==> config.mk <==
export PLATFORM = sky130hd
export DESIGN_NAME = bit_serializer
export DESIGN_NICKNAME = d
export VERILOG_FILES = /design/src/rtl/bit_serializer.sv
export SDC_FILE = /design/constraint.sdc
export NUM_CORES = 1
export LEC_CHECK = 0
export ABC_AREA = 1
export BUFFER_PORTS_ARGS = -buffer_cell sky130_fd_sc_hd__buf_2
export CORE_MARGIN = 2
export CORE_UTILIZATION = 45
export CTS_BUF_LIST = sky130_fd_sc_hd__clkbuf_8 sky130_fd_sc_hd__clkbuf_16
export DETAILED_ROUTE_END_ITERATION = 7
export PLACE_DENSITY_LB_ADDON = 0.3
export SYNTH_ARGS = -nofsm -noshare
export SYNTH_HDL_FRONTEND = slang
export SYNTH_SLANG_ARGS = --single-unit
==> constraint.sdc <==
create_clock -name clk -period 1.95 [get_ports clk]
set_input_delay 0.195 -clock clk [delete_from_list [all_inputs] [get_ports clk]]
set_output_delay 0.195 -clock clk [all_outputs]
set_load 0.01 [all_outputs]
==> src/rtl/bit_serializer.sv <==
// bit_serializer: double-buffered parallel-to-serial converter.
// One active shift register streams a word a bit per cycle. One holding
// register keeps the next word, so consecutive words come out with no gap
// bit between them. The output stream feeds a downstream sequence detector
// through data_out/bit_valid.
//
//   state    | meaning
//   ---------+-----------------------------------------------------------
//   ST_IDLE  | no active word; outputs quiet; a handshake starts a frame
//   ST_SHIFT | active word on data_out; holding slot may take next word
//
module bit_serializer #(
    parameter int WIDTH     = 8,
    parameter bit MSB_FIRST = 1'b1
) (
    input  logic             clk,
    input  logic             rst,
    input  logic             load_valid,
    input  logic [WIDTH-1:0] load_data,
    output logic             load_ready,
    output logic             data_out,
    output logic             bit_valid,
    output logic             frame_done
);

    localparam int CNT_W = $clog2(WIDTH);

    localparam logic [0:0] ST_IDLE  = 1'b0;
    localparam logic [0:0] ST_SHIFT = 1'b1;

    localparam logic [CNT_W-1:0] CNT_LAST = CNT_W'(WIDTH - 1);
    localparam logic [CNT_W-1:0] CNT_ZERO = '0;
    localparam logic [CNT_W-1:0] CNT_ONE  = CNT_W'(1);

    logic [0:0]       state_q;
    logic [0:0]       state_d;
    logic [CNT_W-1:0] cnt_q;
    logic [CNT_W-1:0] cnt_d;
    logic [WIDTH-1:0] shift_q;
    logic [WIDTH-1:0] shift_d;
    logic [WIDTH-1:0] hold_q;
    logic [WIDTH-1:0] hold_d;
    logic             hold_full_q;
    logic             hold_full_d;

    logic             handshake;
    logic             shifting;
    logic             last_bit;
    logic [WIDTH-1:0] shift_next;
    logic             out_bit;

    // Handshake qualifier; ready comes straight from the hold flag register,
    // so there is no combinational path from load_valid back to load_ready.
    always_comb begin
        load_ready = !hold_full_q;
        handshake  = load_valid && !hold_full_q;
        shifting   = (state_q == ST_SHIFT);
        last_bit   = shifting && (cnt_q == CNT_LAST);
    end

    // Shift direction: the bit on data_out always sits at the outgoing end
    // of the register, and the word moves toward it one place per cycle.
    always_comb begin
        shift_next = shift_q;
        out_bit    = 1'b0;
        if (MSB_FIRST) begin
            shift_next = {shift_q[WIDTH-2:0], 1'b0};
            out_bit    = shift_q[WIDTH-1];
        end else begin
            shift_next = {1'b0, shift_q[WIDTH-1:1]};
            out_bit    = shift_q[0];
        end
    end

    // Next-state logic for the frame sequencer and both word registers.
    always_comb begin
        state_d     = state_q;
        cnt_d       = cnt_q;
        shift_d     = shift_q;
        hold_d      = hold_q;
        hold_full_d = hold_full_q;

        case (state_q)
            ST_IDLE: begin
                if (handshake) begin
                    shift_d = load_data;
                    cnt_d   = CNT_ZERO;
                    state_d = ST_SHIFT;
                end
            end

            ST_SHIFT: begin
                if (!last_bit) begin
                    shift_d = shift_next;
                    cnt_d   = cnt_q + CNT_ONE;
                    if (handshake) begin
                        hold_d      = load_data;
                        hold_full_d = 1'b1;
                    end
                end else begin
                    // Frame boundary: refill from the holding slot first,
                    // otherwise take a word arriving this very cycle, so
                    // either way the next word follows with no gap bit.
                    cnt_d = CNT_ZERO;
                    if (hold_full_q) begin
                        shift_d     = hold_q;
                        hold_full_d = 1'b0;
                    end else if (handshake) begin
                        shift_d = load_data;
                    end else begin
                        shift_d = '0;
                        state_d = ST_IDLE;
                    end
                end
            end

            default: begin
                state_d     = ST_IDLE;
                cnt_d       = CNT_ZERO;
                shift_d     = '0;
                hold_full_d = 1'b0;
            end
        endcase
    end

    // State and datapath registers; reset discards both active and held words.
    always_ff @(posedge clk) begin
        if (rst) begin
            state_q     <= ST_IDLE;
            cnt_q       <= CNT_ZERO;
            shift_q     <= '0;
            hold_q      <= '0;
            hold_full_q <= 1'b0;
        end else begin
            state_q     <= state_d;
            cnt_q       <= cnt_d;
            shift_q     <= shift_d;
            hold_q      <= hold_d;
            hold_full_q <= hold_full_d;
        end
    end

    // Serial outputs are gated by the active state so IDLE stays quiet.
    always_comb begin
        bit_valid  = shifting;
        data_out   = shifting && out_bit;
        frame_done = last_bit;
    end

endmodule

==> results of run 1 <==
## routing by layer
layer	GRT usage [%]	up-vias	routed length, µm
li1	-	538	-
met1	21.59	474	1078
met2	31.67	19	1058
met3	2.857	5	83
met4	11.54	0	57
met5	0	-	0
## power by group
part	switching [µW]	internal, µW
Clock	131	140
Sequential	22.2	463
Combinational	93.0	54.8
## area by class of cell
class | count | area share, %
clock buffer | 3 | 3.518
clock inverter | 1 | 0.3198
inverter | 9 | 3.305
multi-input combinational | 123 | 47.44
sequential | 21 | 35.82
tap | 28 | 2.985
timing repair buffer | 15 | 6.610
## worst register-to-register path, cell delays in order (launching register included)
cell and delay, ns:
dfxtp_1 0.32, ha_1 0.20, ha_1 0.23, nor2_4 0.16, nand2_2 0.14, inv_2 0.16, nor2_1 0.06, nor2_1 0.10
## per-stage QoR
| step | total power (µW) | util (%) | hold slack [ns] | area, µm² |
|---|---|---|---|---|
| global route | 962.1 | 53.05 | 0.1735 | 1174 |
| finish | 904.1 | 53.05 | 0.1665 | 1174 |
| CTS | 917.9 | 53.05 | 0.1600 | 1174 |
| detailed placement | 642.8 | 51.02 | 0.4417 | 1129 |
| floorplan | 604.7 | - | 0.2641 | 1057 |
| global placement | 637.6 | 51.02 | 0.4392 | 1129 |
## sequential cells by signal (all words and copies together), names as in the netlist
signal and cells:
hold_full_q 1, cnt_q 3, hold_q 8, shift_q 8, bit_valid 1
## final timing paths
path | depth (start not counted) | to | start | slack (ns)
min reg2reg | 1 | cnt_q[0] | cnt_q[0] | 0.46
max | 5 | frame_done | cnt_q[0] | 0.23
max reg2reg | 7 | hold_q[1] | cnt_q[0] | 0.52
min | 2 | cnt_q[1] | rst | 0.17
## cell families (layout without fill, tap and decap cells)
| logic type | after synthesis | after routing | share of synthesized area [%] |
|---|---|---|---|
| buffers and inverters | 15 | 28 | 7.572 |
| AOI/OAI and AO/OA | 28 | 28 | 13.25 |
| adders and majority gates | 2 | 2 | 2.366 |
| DFF | 21 | 21 | 39.76 |
| and+or+nand+nor | 93 | 93 | 37.04 |
## cells in the mapped netlist
cell,instances
nand2_1,45
inv_1,4
nor2_1,26
buf_6,2
nand2_4,1
inv_6,1
clkinv_1,1
nand2_2,1
nor3_1,2
dfxtp_1,21
nand3_1,16
inv_2,3
nand4_1,1
buf_2,3
a21oi_1,12
ha_1,2
clkbuf_1,1
o21ai_0,16
nor2_4,1
==> results.toml, run 1 <==
[worst_setup_path]
path_max_fanout = 8
crit_path_start_kind = "flop"
slowest_stage = "dfxtp_1"
crit_type = "reg -> out"
crit_chain = "ha_1, ha_1, nand2_1, clkinv_1, buf_2"
cpMostUsedCell = "ha_1"
max_stage_delay_ns = 0.32
cp_num_buf_inv = 2
cp-end-kind = "output pin"
crit_required_ns = 1.75
arrival_ns = 1.53
cp_top_family = "adder cells"

[timing]
rsz0062_at_grt = "false"
max_slew.worst_pin.slew_ns = 0.4590
finalSetupViolCount = 0
fmax_mhz = 580.3
fin_ws_ns = 0.2266
slew_violations = 0
hold_violations = 0
fin_crit_ns = 1.723
maxSlewHeadroom_pct = 69.36
skew_ns = 0.001356
min_period_over_period_pct = 88.38
fin_tns_setup_ns = 0

[global_route]
gr-total-overflow = 0
grt_pass1_vias = 942
grt_max_degree = 17
antenna_found_initial = 0
grt_use_total_pct = 18.61
grt_pass1_wl_mm = 3.760

[die]
die-area_mm2 = 0.002753
ios = 15
start_util_pct = 47.79
core-area_mm2 = 0.002212
die_w_um = 52.47
num_rows = 17
dieHeight_um = 52.47

[placement]
routabilityCongestion = 0.8076
io_buffer_count = 14
dpl_worst_slack_ns = 0.5018
place_hpwl_mm = 1.701
placed_cells = 196

[run]
maxCapViolations = 0

[route]
wl_mm = 2.277
wl_per_cell_um = 11.39
drc = 0
drtIter0Drc = 30
num_vias = 1036
viasPerCell = 5.180
ant_nets = 0
first_pass_iters = 4

[power]
power_leakage_uw = 0.0005504
powerDensity_mw_per_mm2 = 770.4
ir_worst_vdd_v = 0.0004736

[yosys]
synth_cell_types = 19
syn-cell-area_mm2 = 0.001057
synth_cells = 159
yosys-top-cells-area = "dfxtp_1 (40%), nand2_1 (16%), nor2_1 (9.2%), nand3_1 (7.6%), o21ai_0 (7.6%)"
synth_seq_area_share_pct = 39.76
yosysWarnings = 0
avgSynthCellArea_um2 = 6.649
synth_nets = 172
synth_top_cell_area_share_pct = 39.76
ys_ff_latch = 21
synth_top_area_cell = "dfxtp_1"

[clocking]
clock-sinks = 21
postCtsHoldBufs = 0
clk_pin_slew_ns = 0.07
cts_root_buffer = "clkbuf_8"
cts_buffer_depth = 2
postCtsSetupRepairBufs = 0
cts_made_buffers = 3
h-tree-depth = 1
cts_resized = 0
cts_tree = "done"
clk_latency_ns = 0.26

[finish]
final_common_cell = "nand2_1"
nets = 186
multiInputGateArea_um2 = 556.8
layout-drive-gt1-share_pct = 14.53
fillers = 243
layout_common_cells = "nand2_1 (45), nor2_1 (26), dfxtp_1 (21), nand3_1 (16), o21ai_0 (16)"
final_cells = 200
num_antenna_cells = 0
syn_to_final_growth_pct = 11.01
ff_latch_area_um2 = 420.4

[status]
status = "finished, final reports clean"

[worst_hold_path]
hp-class = "in -> reg"
(Power assumes the default switching activity.)
==> run 2: changes to the inputs <==
--- a/config.mk
+++ b/config.mk
@@ -7,7 +7,6 @@
 export LEC_CHECK = 0
 export ABC_AREA = 1
 export BUFFER_PORTS_ARGS = -buffer_cell sky130_fd_sc_hd__buf_2
-export CORE_MARGIN = 2
 export CORE_UTILIZATION = 45
 export CTS_BUF_LIST = sky130_fd_sc_hd__clkbuf_8 sky130_fd_sc_hd__clkbuf_16
 export DETAILED_ROUTE_END_ITERATION = 7
==> results.toml, run 2 (synthesis gave the netlist of run 1 again) <==
[status]
status = "finished, final reports clean"

[power]
ir_worst_vdd_v = 0.0004919
powerDensity_mw_per_mm2 = 772.4
power_leakage_uw = 0.0005504

[route]
viasPerCell = 5.410
num_vias = 1082
first_pass_iters = 4
wl_per_cell_um = 11.98
drtIter0Drc = 22
drc = 0
wl_mm = 2.395
ant_nets = 0

[clocking]
cts_made_buffers = 3
clock-sinks = 21
h-tree-depth = 1
cts_resized = 0
cts_tree = "done"
postCtsSetupRepairBufs = 0
clk_latency_ns = 0.25
clk_pin_slew_ns = 0.07
cts_buffer_depth = 2
postCtsHoldBufs = 0
cts_root_buffer = "clkbuf_8"

[worst_setup_path]
cp-end-kind = "output pin"
crit_type = "reg -> out"
max_stage_delay_ns = 0.33
reg2reg_from = "cnt_q[0]"
cp_num_buf_inv = 2
cp-startpoint = "cnt_q[0]"
crit_chain = "ha_1, ha_1, nand2_1, clkinv_1, buf_2"
cpMostUsedCell = "ha_1"
cp_top_family = "adder cells"
path_max_fanout = 8
arrival_ns = 1.53
crit_required_ns = 1.75
crit_path_start_kind = "flop"
slowest_stage = "dfxtp_1"

[timing]
whs_ns = 0.1740
fin_tns_setup_ns = 0
max_slew.worst_pin.slew_ns = 0.4807
fmax_mhz = 578.6
finalSetupViolCount = 0
maxSlewHeadroom_pct = 67.91
rsz0062_at_grt = "false"
min_period_over_period_pct = 88.63
slew_violations = 0
skew_ns = 0.002707
fin_crit_ns = 1.728
fin_ws_ns = 0.2217
hold_violations = 0

[finish]
final_common_cell = "nand2_1"
fillers = 240
nets = 186
syn_to_final_growth_pct = 11.01
top_regs = "hold_q: 8 flops, shift_q: 8 flops, cnt_q: 3 flops"
final_cells = 200
layout_common_cells = "nand2_1 (45), nor2_1 (26), dfxtp_1 (21), nand3_1 (16), o21ai_0 (16)"
num_antenna_cells = 0
layout-drive-gt1-share_pct = 14.53

[placement]
placed_cells = 196
io_buffer_count = 14
place_hpwl_mm = 1.757
dpl_worst_slack_ns = 0.4974
routabilityCongestion = 0.7666

[die]
dieHeight_um = 50.47
num_rows = 17
start_util_pct = 47.79
die_w_um = 50.47
core-area_mm2 = 0.002212
die-area_mm2 = 0.002547
ios = 15

[global_route]
grt_pass1_wl_mm = 4.202
antenna_found_initial = 0
gr-total-overflow = 0
grt_use_total_pct = 21.74
grt_pass1_vias = 986
grt_max_degree = 17

[worst_hold_path]
hold_start = "rst"
hp-class = "in -> reg"

[run]
maxCapViolations = 0
## run 2: final timing paths
kind | end | slack, ns | cells after the start
setup / recovery | frame_done | 0.22 | 5
hold / removal | cnt_q[1] | 0.17 | 2
setup reg to reg | hold_q[4] | 0.52 | 6
hold reg to reg | cnt_q[1] | 0.47 | 2
## run 2: metrics by stage
stage	utilization [%]	total power [µW]	instance area (µm²)
3_3_place_gp	51.02	637.5	1129
5_1_grt	53.05	963.5	1174
2_1_floorplan	-	604.7	1057
4_1_cts	53.05	915.2	1174
6_report	53.05	906.5	1174
3_5_place_dp	51.02	645.0	1129
## run 2: power breakdown
group	internal, µW	leakage [µW]	switching [µW]
Sequential	463	0.000173	23.0
Clock	140	0.0000269	131
Combinational	54.8	0.000351	95.1
## run 2: layer usage
metal  up-vias  routed length [µm]  GRT usage [%]
li1        542                   -              -
met1       516                1110          26.85
met2        20                1156          36.67
met3         4                  96          3.030
met4         0                  31          10.65
met5         -                   0              0
## run 2: cell type report
cell class | instances | area [µm²] | share of cell area (%)
clock buffers | 3 | 41.29 | 3.518
clock inverters | 1 | 3.754 | 0.3198
inverters | 9 | 38.79 | 3.305
multi-input cells | 123 | 556.8 | 47.44
flip-flops and latches | 21 | 420.4 | 35.82
well taps | 28 | 35.03 | 2.985
repair buffers | 15 | 77.57 | 6.610
## run 2: worst reg2reg max path: cells and delay by family, from the launching register on
| kind | cells | cell delay (ns) |
|---|---|---|
| AOI/OAI and AO/OA | 1 | 0.21 |
| DFF | 1 | 0.33 |
| and+or+nand+nor | 3 | 0.37 |
| adders and majority gates | 2 | 0.43 |
==> run 3: changes to the inputs <==
--- a/config.mk
+++ b/config.mk
@@ -5,7 +5,6 @@
 export SDC_FILE = /design/constraint.sdc
 export NUM_CORES = 1
 export LEC_CHECK = 0
-export ABC_AREA = 1
 export BUFFER_PORTS_ARGS = -buffer_cell sky130_fd_sc_hd__buf_2
 export CORE_UTILIZATION = 45
 export CTS_BUF_LIST = sky130_fd_sc_hd__clkbuf_8 sky130_fd_sc_hd__clkbuf_16
==> results.toml, run 3 <==
[timing]
max_slew.worst_pin.slew_ns = 0.5207
min_period_over_period_pct = 88.81
rsz0062_at_grt = "false"
fin_crit_ns = 1.732
fmax_mhz = 577.4
fin_tns_setup_ns = 0
hold_violations = 0
fin_ws_ns = 0.2181
finalSetupViolCount = 0
slew_violations = 0
maxSlewHeadroom_pct = 65.28
skew_ns = 0.001583

[clocking]
clk_latency_ns = 0.26
cts_made_buffers = 3
cts_resized = 0
clk_pin_slew_ns = 0.08
cts_root_buffer = "clkbuf_8"
clock-sinks = 21
cts_tree = "done"
postCtsSetupRepairBufs = 0
h-tree-depth = 1
cts_buffer_depth = 2
postCtsHoldBufs = 0

[yosys]
synth_seq_area_share_pct = 41.38
yosys-top-cells-area = "dfxtp_1 (41%), mux2i_1 (16%), o32ai_1 (6.9%), nor2_1 (6.3%), a221oi_2 (4.4%)"
synth_top_cells_by_count = "dfxtp_1 (21), nor2_1 (17), mux2i_1 (16)"
synth_cells = 102
async_reset_ff_share_pct = 0
syn-cell-area_mm2 = 0.001016
synth_top_cell_area_share_pct = 41.38
synth_nets = 115
synth_top_area_cell = "dfxtp_1"
synth_edf_count = 0
avgSynthCellArea_um2 = 9.961
yosysMostFrequentCell = "dfxtp_1"
yosysWarnings = 0
ys_ff_latch = 21
synth_top_flop_cell = "dfxtp_1"
synth_cell_types = 26

[status]
status = "finished, final reports clean"

[power]
ir_worst_vdd_v = 0.0004789
power_leakage_uw = 0.0004627
power_uw = 875.5
powerDensity_mw_per_mm2 = 780.9

[die]
start_util_pct = 49.75
die_w_um = 49.52
dieHeight_um = 49.52
core-area_mm2 = 0.002042
ios = 15
num_rows = 16
die-area_mm2 = 0.002452

[placement]
place_hpwl_mm = 1.352
dpl_worst_slack_ns = 0.2305
io_buffer_count = 14
placed_cells = 137
routabilityCongestion = 0.6974
place_area_mm2 = 0.001075

[route]
wl_per_cell_um = 14.48
drtIter0Drc = 18
ant_nets = 0
viasPerCell = 5.745
drc = 0
first_pass_iters = 4
num_vias = 810
wl_mm = 2.042

[worst_setup_path]
cp-end-kind = "flop"
crit_required_ns = 2.10
arrival_ns = 1.88
crit_type = "reg -> reg"
path_max_fanout = 9
crit_path_start_kind = "flop"

[finish]
num_antenna_cells = 0
final_cells = 141
layout-drive-gt1-share_pct = 22.81
top_regs = "hold_q: 8 flops, shift_q: 8 flops, cnt_q: 3 flops"
final_common_cell = "dfxtp_1"
stdcell_area_mm2 = 0.001121
layout_common_cells = "dfxtp_1 (21), nor2_1 (17), mux2i_1 (16), buf_2 (14), o32ai_1 (8)"
nets = 128
syn_to_final_growth_pct = 10.35

[global_route]
grt_use_total_pct = 18.95
antenna_found_initial = 0
grt_pass1_wl_mm = 3.505
grt_pass1_vias = 766
gr-total-overflow = 0
grt_max_degree = 17

[worst_hold_path]
hp-class = "in -> reg"

[run]
maxCapViolations = 0
[run 3: worst paths after layout]
kind | cells after the start | from | endpoint | slack (ns)
setup / recovery | 5 | cnt_q[0] | hold_q[3] | 0.22
hold / removal | 3 | load_data[2] | hold_q[2] | 0.20
setup reg to reg | 5 | cnt_q[0] | hold_q[3] | 0.22
hold reg to reg | 2 | cnt_q[1] | cnt_q[1] | 0.48
[run 3: per-layer routing]
layer  track usage (%)  wire length [µm]
met5                 0                 0
met4             8.571                38
met3             3.704                85
met2             29.68               932
met1             25.10               986
[run 3: cells by family (layout without fill, tap and decap cells)]
kind of cell	Yosys count	after routing	synth area share, %
AO/OA/AOI/OAI	22	22	18.60
adder cells (fa/ha/maj)	2	2	2.463
buffers and inverters	12	24	7.387
flip-flops	21	21	41.38
multiplexers	16	16	15.76
AND/OR/NAND/NOR	29	29	14.41
[run 3: cell type report]
| type | instances | area (µm²) |
|---|---|---|
| clock buffer | 3 | 41.29 |
| clock inverter | 1 | 5.005 |
| fill | 206 | 920.9 |
| inverter | 4 | 15.01 |
| multi-input combinational | 69 | 520.5 |
| sequential | 21 | 420.4 |
| tap | 27 | 33.78 |
| timing repair buffer | 16 | 85.08 |
[run 3: per-stage QoR]
stage	hold WS [ns]	util (%)
after floorplan	0.2641	-
final	0.2033	54.90
after global placement	0.4597	52.63
after global routing	0.1986	54.90
after CTS	0.1990	54.90
after detailed placement	0.4689	52.63
[run 3: power breakdown]
group	switching [µW]	internal, µW	leakage (µW)	total [µW]
clock	144	142	0.0000255	286
combinational	64.3	52.3	0.000266	117
sequential	19.7	453	0.000172	473
total	228	648	0.000463	875
[run 3: worst max-delay path, cell delays in order, from the launching register on]
cell and delay [ns]:
dfxtp_1 0.33, ha_1 0.20, ha_1 0.19, and4bb_1 0.61, mux2i_1 0.24, nor2_1 0.06
